==> src/rtl/dport_pkg.sv <==
// dport_pkg: shared data-port widths and request decode.
package dport_pkg;
  localparam int TAG_W  = 11;
  localparam int DATA_W = 32;
  function automatic logic cpu_req(input logic rd, input logic [3:0] wr, input logic flush,
                                   input logic inv, input logic wb);
    return rd | (|wr) | flush | inv | wb;
  endfunction
endpackage

==> src/rtl/dport_tcm_resp_if.sv <==
// dport_tcm_resp_if: CPU data-port request/response bundle.
interface dport_tcm_resp_if;
  import dport_pkg::*;
  logic [DATA_W-1:0] addr, data_wr, data_rd;
  logic [3:0]        wr;
  logic [TAG_W-1:0]  req_tag, resp_tag;
  logic              rd, cacheable, invalidate, writeback, flush, accept, ack, error;
  modport master (output addr, data_wr, rd, wr, cacheable, req_tag, invalidate, writeback, flush,
                  input data_rd, accept, ack, error, resp_tag);
  modport slave  (input addr, data_wr, rd, wr, cacheable, req_tag, invalidate, writeback, flush,
                  output data_rd, accept, ack, error, resp_tag);
endinterface

==> src/rtl/tcm_ext_arb.sv <==
// tcm_ext_arb: CPU-priority RAM arbiter with a bounded wait for the external port.
module tcm_ext_arb #(
  parameter int unsigned EXT_STARVE = 4
) (
  input  logic clk_i,
  input  logic rst_i,
  input  logic cpu_req_i,
  input  logic ext_req_i,
  output logic ext_gnt_o
);
  logic [3:0] starve_q, starve_d;
  assign ext_gnt_o = ext_req_i & (~cpu_req_i | starve_q == 4'(EXT_STARVE));
  always_comb
    starve_d = (ext_req_i & ~ext_gnt_o)
             ? (starve_q == 4'(EXT_STARVE) ? starve_q : starve_q + 4'd1) : 4'd0;
  always_ff @(posedge clk_i or posedge rst_i)
    if (rst_i) starve_q <= 4'd0;
    else       starve_q <= starve_d;
endmodule

==> src/rtl/dport_tcm_resp.sv <==
// dport_tcm_resp: TCM responder for the CPU dport, sharing a 1-cycle RAM with an external port.
module dport_tcm_resp
  import dport_pkg::*;
#(
  parameter logic [31:0] TCM_MEM_BASE = 32'h0,
  parameter int unsigned TCM_MEM_SIZE = 65536,
  parameter int unsigned EXT_STARVE   = 4,
  localparam int AW = $clog2(TCM_MEM_SIZE / 4)
) (
  input  logic                  clk_i,
  input  logic                  rst_i,
  dport_tcm_resp_if.slave       dport,
  input  logic                  ext_req_i,
  input  logic                  ext_we_i,
  input  logic [AW-1:0]         ext_addr_i,
  input  logic [DATA_W-1:0]     ext_data_wr_i,
  output logic                  ext_gnt_o,
  output logic                  ext_ack_o,
  output logic [DATA_W-1:0]     ext_data_rd_o,
  output logic [AW-1:0]         ram_addr_o,
  output logic                  ram_rd_o,
  output logic [3:0]            ram_wr_o,
  output logic [DATA_W-1:0]     ram_data_wr_o,
  input  logic [DATA_W-1:0]     ram_data_rd_i
);
  logic             cpu_req_w, in_range_w, cpu_acc_w, cpu_ram_w, unused_w;
  logic [31:0]      offset_w;
  logic             resp_valid_q, resp_valid_d, resp_rd_q, resp_rd_d, resp_err_q, resp_err_d;
  logic             ext_valid_q, ext_valid_d, ext_rd_q, ext_rd_d;
  logic [TAG_W-1:0] resp_tag_q, resp_tag_d;
  assign cpu_req_w  = cpu_req(dport.rd, dport.wr, dport.flush, dport.invalidate, dport.writeback);
  assign offset_w   = dport.addr - TCM_MEM_BASE;
  assign in_range_w = dport.addr >= TCM_MEM_BASE && offset_w < 32'(TCM_MEM_SIZE);
  assign unused_w   = ^{dport.cacheable, offset_w[1:0], offset_w[31:AW+2]};
  tcm_ext_arb #(.EXT_STARVE(EXT_STARVE)) u_arb (
    .clk_i     (clk_i),
    .rst_i     (rst_i),
    .cpu_req_i (cpu_req_w),
    .ext_req_i (ext_req_i),
    .ext_gnt_o (ext_gnt_o)
  );
  assign dport.accept = ~ext_gnt_o;
  assign cpu_acc_w    = cpu_req_w & ~ext_gnt_o;
  assign cpu_ram_w    = cpu_acc_w & in_range_w;
  always_comb begin
    ram_addr_o    = ext_gnt_o ? ext_addr_i : offset_w[AW+1:2];
    ram_rd_o      = ext_gnt_o ? ~ext_we_i : cpu_ram_w & dport.rd;
    ram_wr_o      = ext_gnt_o ? {4{ext_we_i}} : (cpu_ram_w ? dport.wr : 4'd0);
    ram_data_wr_o = ext_gnt_o ? ext_data_wr_i : dport.data_wr;
  end
  // Maintenance ops never touch the RAM, so only data accesses can fault on range
  always_comb begin
    resp_valid_d = cpu_acc_w;
    resp_rd_d    = cpu_ram_w & dport.rd;
    resp_err_d   = cpu_acc_w & ~in_range_w & (dport.rd | (|dport.wr));
    resp_tag_d   = cpu_acc_w ? dport.req_tag : resp_tag_q;
    ext_valid_d  = ext_gnt_o;
    ext_rd_d     = ext_gnt_o & ~ext_we_i;
  end
  always_ff @(posedge clk_i or posedge rst_i)
    if (rst_i) begin
      resp_valid_q <= 1'b0;
      resp_rd_q    <= 1'b0;
      resp_err_q   <= 1'b0;
      resp_tag_q   <= '0;
      ext_valid_q  <= 1'b0;
      ext_rd_q     <= 1'b0;
    end else begin
      resp_valid_q <= resp_valid_d;
      resp_rd_q    <= resp_rd_d;
      resp_err_q   <= resp_err_d;
      resp_tag_q   <= resp_tag_d;
      ext_valid_q  <= ext_valid_d;
      ext_rd_q     <= ext_rd_d;
    end
  assign dport.ack      = resp_valid_q;
  assign dport.error    = resp_err_q;
  assign dport.resp_tag = resp_tag_q;
  assign dport.data_rd  = resp_rd_q ? ram_data_rd_i : '0;
  assign ext_ack_o      = ext_valid_q;
  assign ext_data_rd_o  = ext_rd_q ? ram_data_rd_i : '0;
endmodule

==> src/flat_wrapper.sv <==
// flat-port wrapper written by rule: the top's interface ports become plain ports
module dport_tcm_resp_flat import dport_pkg::*;
#(
  parameter logic [31:0] TCM_MEM_BASE = 32'h0,
  parameter int unsigned TCM_MEM_SIZE = 65536,
  parameter int unsigned EXT_STARVE   = 4,
  localparam int AW = $clog2(TCM_MEM_SIZE / 4)
)
  (clk_i, rst_i, ext_req_i, ext_we_i, ext_addr_i, ext_data_wr_i, ext_gnt_o, ext_ack_o, ext_data_rd_o, ram_addr_o, ram_rd_o, ram_wr_o, ram_data_wr_o, ram_data_rd_i, dport_addr, dport_data_wr, dport_rd, dport_wr, dport_cacheable, dport_req_tag, dport_invalidate, dport_writeback, dport_flush, dport_data_rd, dport_accept, dport_ack, dport_error, dport_resp_tag);
  dport_tcm_resp_if dport_i ();
  input  logic clk_i;
  input  logic rst_i;
  input  logic ext_req_i;
  input  logic ext_we_i;
  input  logic [AW-1:0] ext_addr_i;
  input  logic [DATA_W-1:0] ext_data_wr_i;
  output logic ext_gnt_o;
  output logic ext_ack_o;
  output logic [DATA_W-1:0] ext_data_rd_o;
  output logic [AW-1:0] ram_addr_o;
  output logic ram_rd_o;
  output logic [3:0] ram_wr_o;
  output logic [DATA_W-1:0] ram_data_wr_o;
  input  logic [DATA_W-1:0] ram_data_rd_i;
  input wire logic [$bits(dport_i.addr)-1:0] dport_addr;
  input wire logic [$bits(dport_i.data_wr)-1:0] dport_data_wr;
  input wire logic [$bits(dport_i.rd)-1:0] dport_rd;
  input wire logic [$bits(dport_i.wr)-1:0] dport_wr;
  input wire logic [$bits(dport_i.cacheable)-1:0] dport_cacheable;
  input wire logic [$bits(dport_i.req_tag)-1:0] dport_req_tag;
  input wire logic [$bits(dport_i.invalidate)-1:0] dport_invalidate;
  input wire logic [$bits(dport_i.writeback)-1:0] dport_writeback;
  input wire logic [$bits(dport_i.flush)-1:0] dport_flush;
  output wire logic [$bits(dport_i.data_rd)-1:0] dport_data_rd;
  output wire logic [$bits(dport_i.accept)-1:0] dport_accept;
  output wire logic [$bits(dport_i.ack)-1:0] dport_ack;
  output wire logic [$bits(dport_i.error)-1:0] dport_error;
  output wire logic [$bits(dport_i.resp_tag)-1:0] dport_resp_tag;
  assign dport_i.addr = dport_addr;
  assign dport_i.data_wr = dport_data_wr;
  assign dport_i.rd = dport_rd;
  assign dport_i.wr = dport_wr;
  assign dport_i.cacheable = dport_cacheable;
  assign dport_i.req_tag = dport_req_tag;
  assign dport_i.invalidate = dport_invalidate;
  assign dport_i.writeback = dport_writeback;
  assign dport_i.flush = dport_flush;
  assign dport_data_rd = dport_i.data_rd;
  assign dport_accept = dport_i.accept;
  assign dport_ack = dport_i.ack;
  assign dport_error = dport_i.error;
  assign dport_resp_tag = dport_i.resp_tag;
  dport_tcm_resp #(.TCM_MEM_BASE(TCM_MEM_BASE), .TCM_MEM_SIZE(TCM_MEM_SIZE), .EXT_STARVE(EXT_STARVE)) u_core (.clk_i(clk_i), .rst_i(rst_i), .dport(dport_i), .ext_req_i(ext_req_i), .ext_we_i(ext_we_i), .ext_addr_i(ext_addr_i), .ext_data_wr_i(ext_data_wr_i), .ext_gnt_o(ext_gnt_o), .ext_ack_o(ext_ack_o), .ext_data_rd_o(ext_data_rd_o), .ram_addr_o(ram_addr_o), .ram_rd_o(ram_rd_o), .ram_wr_o(ram_wr_o), .ram_data_wr_o(ram_data_wr_o), .ram_data_rd_i(ram_data_rd_i));
endmodule
==> config.mk <==
export PLATFORM = sky130hd
export DESIGN_NAME = dport_tcm_resp_flat
export DESIGN_NICKNAME = d
export VERILOG_FILES = /design/src/rtl/dport_pkg.sv /design/src/rtl/dport_tcm_resp_if.sv /design/src/rtl/tcm_ext_arb.sv /design/src/rtl/dport_tcm_resp.sv /design/src/flat_wrapper.sv
export SDC_FILE = /design/constraint.sdc
export NUM_CORES = 1
export LEC_CHECK = 0
export BUFFER_PORTS_ARGS = -buffer_cell sky130_fd_sc_hd__buf_2
export CELL_PAD_IN_SITES_DETAIL_PLACEMENT = 0
export CELL_PAD_IN_SITES_GLOBAL_PLACEMENT = 2
export CORE_UTILIZATION = 15
export CTS_CLUSTER_DIAMETER = 100
export DETAILED_ROUTE_END_ITERATION = 7
export PLACE_DENSITY = 0.89
export SLEW_MARGIN = 15
export SYNTH_ARGS = -nofsm -noshare
export SYNTH_HDL_FRONTEND = slang
export SYNTH_SLANG_ARGS = --single-unit
==> constraint.sdc <==
create_clock -name clk_i -period 3.9 [get_ports clk_i]
set_input_delay 0.585 -clock clk_i [delete_from_list [all_inputs] [get_ports clk_i]]
set_output_delay 0.585 -clock clk_i [all_outputs]
set_load 0.005 [all_outputs]
==> results.cfg <==
[global_routing]
first_global_vias = 2393
grt_start_max_net_pins = 50
globalRouteOverflowTotal = 0
grt_antenna_before_repair = 0
grt_pass1_wl_mm = 12.1
grt_util_all_layers_pct = 10.6

[cells_and_area]
fin_util_pct = 28.3
layout.cells.most_common_list = sky130_fd_sc_hd__buf_2 (293), sky130_fd_sc_hd__and2_1 (65), sky130_fd_sc_hd__mux2_4 (45)
antenna_cells_inserted = 0
area.growth.synth_to_final_pct = 82.8
fin_nets = 647
layout_commonest_cell = sky130_fd_sc_hd__buf_2
final.fill_count = 1425
post_route_cells_drive_above_1_share_pct = 75.1

[detailed_routing]
antenna_left = 0
detail_route.drc_violations = 0
num_vias = 2526
drt-pass1-iter-count = 4
routed_wirelength_mm = 8.36
viasPerCell = 3.86
post_drt_wl_per_cell_um = 12.8
dr.first_iter.drc_count = 57

[clock_tree]
tritoncts = done
clock_transition_at_path_regs_ns = 0.05
clock_sink_count = 20
cts_max_level = 1
clk_path_buf_depth = 2
total_clock_buffers_created_by_cts = 3
cts_root_buffer = sky130_fd_sc_hd__clkbuf_16
clk_latency_ns = 0.25
cts_post_setup_buffers_inserted = 0
cts-hold-fix-buffers = 0
post_cts_resized = 0

[sta]
timing.clock.skew_ns = 0.00274
finalHoldViolCount = 0
finalSetupViolCount = 0
setup-tns-final_ns = 0
achievable_frequency_mhz = 322
fin_crit_ns = 3.10
grt_setup_unrepaired = false
layout_worst_path_cycle_share_pct = 79.6
worst_slew_pin_slew_ns = 0.868
maxSlewViolCount = 0
slew_headroom_pct = 42.2

[die]
top_level_ports = 297
core.rowCount = 42
floorplan.die_area_um2 = 14200
die_h_um = 119
chipWidth_um = 119
floorplan.initialDensity_pct = 15.5
fp.coreArea_um2 = 13300

[synth]
postSynthNetCount = 360
syn_area_um2 = 2060
synth.lib_cells_used.distinct = 30
number_of_enable_type_register_cells_in_the_synthesized_netlist = 0
synthesis.instances = 192
count_of_state_elements_after_synthesis = 20
yosys_warnings = 0
seq_area_frac_synth_pct = 24.3
ys_dominant_reg_cell = sky130_fd_sc_hd__dfrtp_1
synth_area_per_inst_um2 = 10.7
asyncSetResetFlopFracSynth_pct = 100

[worst_setup_path]
worst-r2r-setup-slack_ns = 1.87
worst-endpoint-required_ns = 3.31
worst_setup_path_start_kind = input pin
worstPathArrival_ns = 2.52
r2r_end = u_core.dport.error$_DFF_PP0_
timing.reg2reg.worst_path_depth = 7
worst-path-max-fanout = 49
worst_r2r_src = u_core.u_arb.starve_q[0]$_DFFE_PP0P_
crit_type = input pin to output pin
critical_path.endpoint_type = output pin

[place]
detailedPlacementHpwl_mm = 7.33
i_o_buffers = 293
globalplace.congestion = 0.729

[worst_hold_path]
hold_path_class = input pin to asynchronous set/reset pin

[power_and_ir_drop]
cellPowerDensity_nw_per_um2 = 182
ir_drop_mv = 0.154
cellLeakagePower_nw = 2.37

[run]
max_cap_viol_count = 0

[status]
run_status = completed
state kept, by name, summed over array words and instances, names as in the netlist:
name                   count
u_core.u_arb.starve_q      4
u_core.dport.ack           1
u_core.resp_rd_q           1
u_core.dport.resp_tag     11
u_core.dport.error         1
u_core.ext_ack_o           1
u_core.ext_rd_q            1
area by class of cell:
type | count | area, µm² | area share [%]
clock buffer | 4 | 88.8 | 2.36
multi-input combinational | 156 | 1460 | 38.8
tap | 176 | 220 | 5.86
sequential | 20 | 500 | 13.3
timing repair buffer | 294 | 1470 | 39.2
inverter | 4 | 15.0 | 0.399
metrics by stage:
stage          instance area (µm²)  setup WS (ns)  std cells  hold slack [ns]  power [mW]
2_1_floorplan                 2060           1.41        192            0.451       0.325
3_3_place_gp                  3670          0.837        650            0.470       0.459
3_5_place_dp                  3670          0.815        650            0.481       0.463
4_1_cts                       3750          0.807        654            0.489       0.694
5_1_grt                       3760          0.685        654            0.522       0.729
6_report                      3760          0.797        654            0.462       0.685
routing by layer:
metal	share of wire, %	global-route usage (%)	vias to the layer above
li1	-	-	1231
met1	41	12.7	1173
met2	50	19.3	122
met3	8.7	2.83	0
met4	0	0.949	0
met5	0	0	-
report_power, final:
group          switching (mW)  internal, mW
Clock                  0.0703         0.156
Sequential            0.00777         0.220
Combinational          0.0862         0.145
Total                   0.164         0.521
cell usage after synthesis, types with 2 or more instances:
library cell               count  share of area [%]
sky130_fd_sc_hd__ha_1          2                1.2
sky130_fd_sc_hd__mux2_2       12                6.6
sky130_fd_sc_hd__a21o_1        4                1.5
sky130_fd_sc_hd__mux2_4       45                 33
sky130_fd_sc_hd__nor4_1        4                1.2
sky130_fd_sc_hd__inv_1         4               0.73
sky130_fd_sc_hd__buf_6         5                2.7
sky130_fd_sc_hd__and3_1        2               0.61
sky130_fd_sc_hd__clkbuf_1      6                1.1
sky130_fd_sc_hd__dfrtp_1      20                 24
sky130_fd_sc_hd__nor2_1        5               0.91
sky130_fd_sc_hd__and2_1       65                 20
kinds of logic after synthesis:
family	share of synthesized area [%]
AND/OR/NAND/NOR	25.6
multiplexers	39.4
flip-flops	24.3
buffers and inverters	4.81
AO/OA/AOI/OAI	3.77
XOR/XNOR	0.852
adder cells (fa/ha/maj)	1.22
how the worst max path moves through the flow:
stage	start	endpoint	slack [ns]	cells after the start
3_5_place_dp	dport_wr[0]	ram_data_wr_o[30]	0.82	7
3_3_place_gp	dport_wr[0]	ram_data_wr_o[6]	0.84	7
2_1_floorplan	dport_wr[0]	ram_addr_o[0]	1.41	5
6_report	dport_wr[0]	ram_data_wr_o[30]	0.80	7
5_1_grt	u_core.u_arb.starve_q[0]$_DFFE_PP0P_	ram_data_wr_o[31]	0.69	8
4_1_cts	dport_wr[0]	ram_data_wr_o[30]	0.81	7
critical path, stage by stage:
cell and delay [ns]:
sky130_fd_sc_hd__buf_2 0.11, sky130_fd_sc_hd__or4_1 0.60, sky130_fd_sc_hd__o21ai_2 0.17, sky130_fd_sc_hd__nand2_2 0.09
sky130_fd_sc_hd__buf_4 0.35, sky130_fd_sc_hd__mux2_4 0.41, sky130_fd_sc_hd__buf_2 0.15
Power figures use the tool's default switching activity.
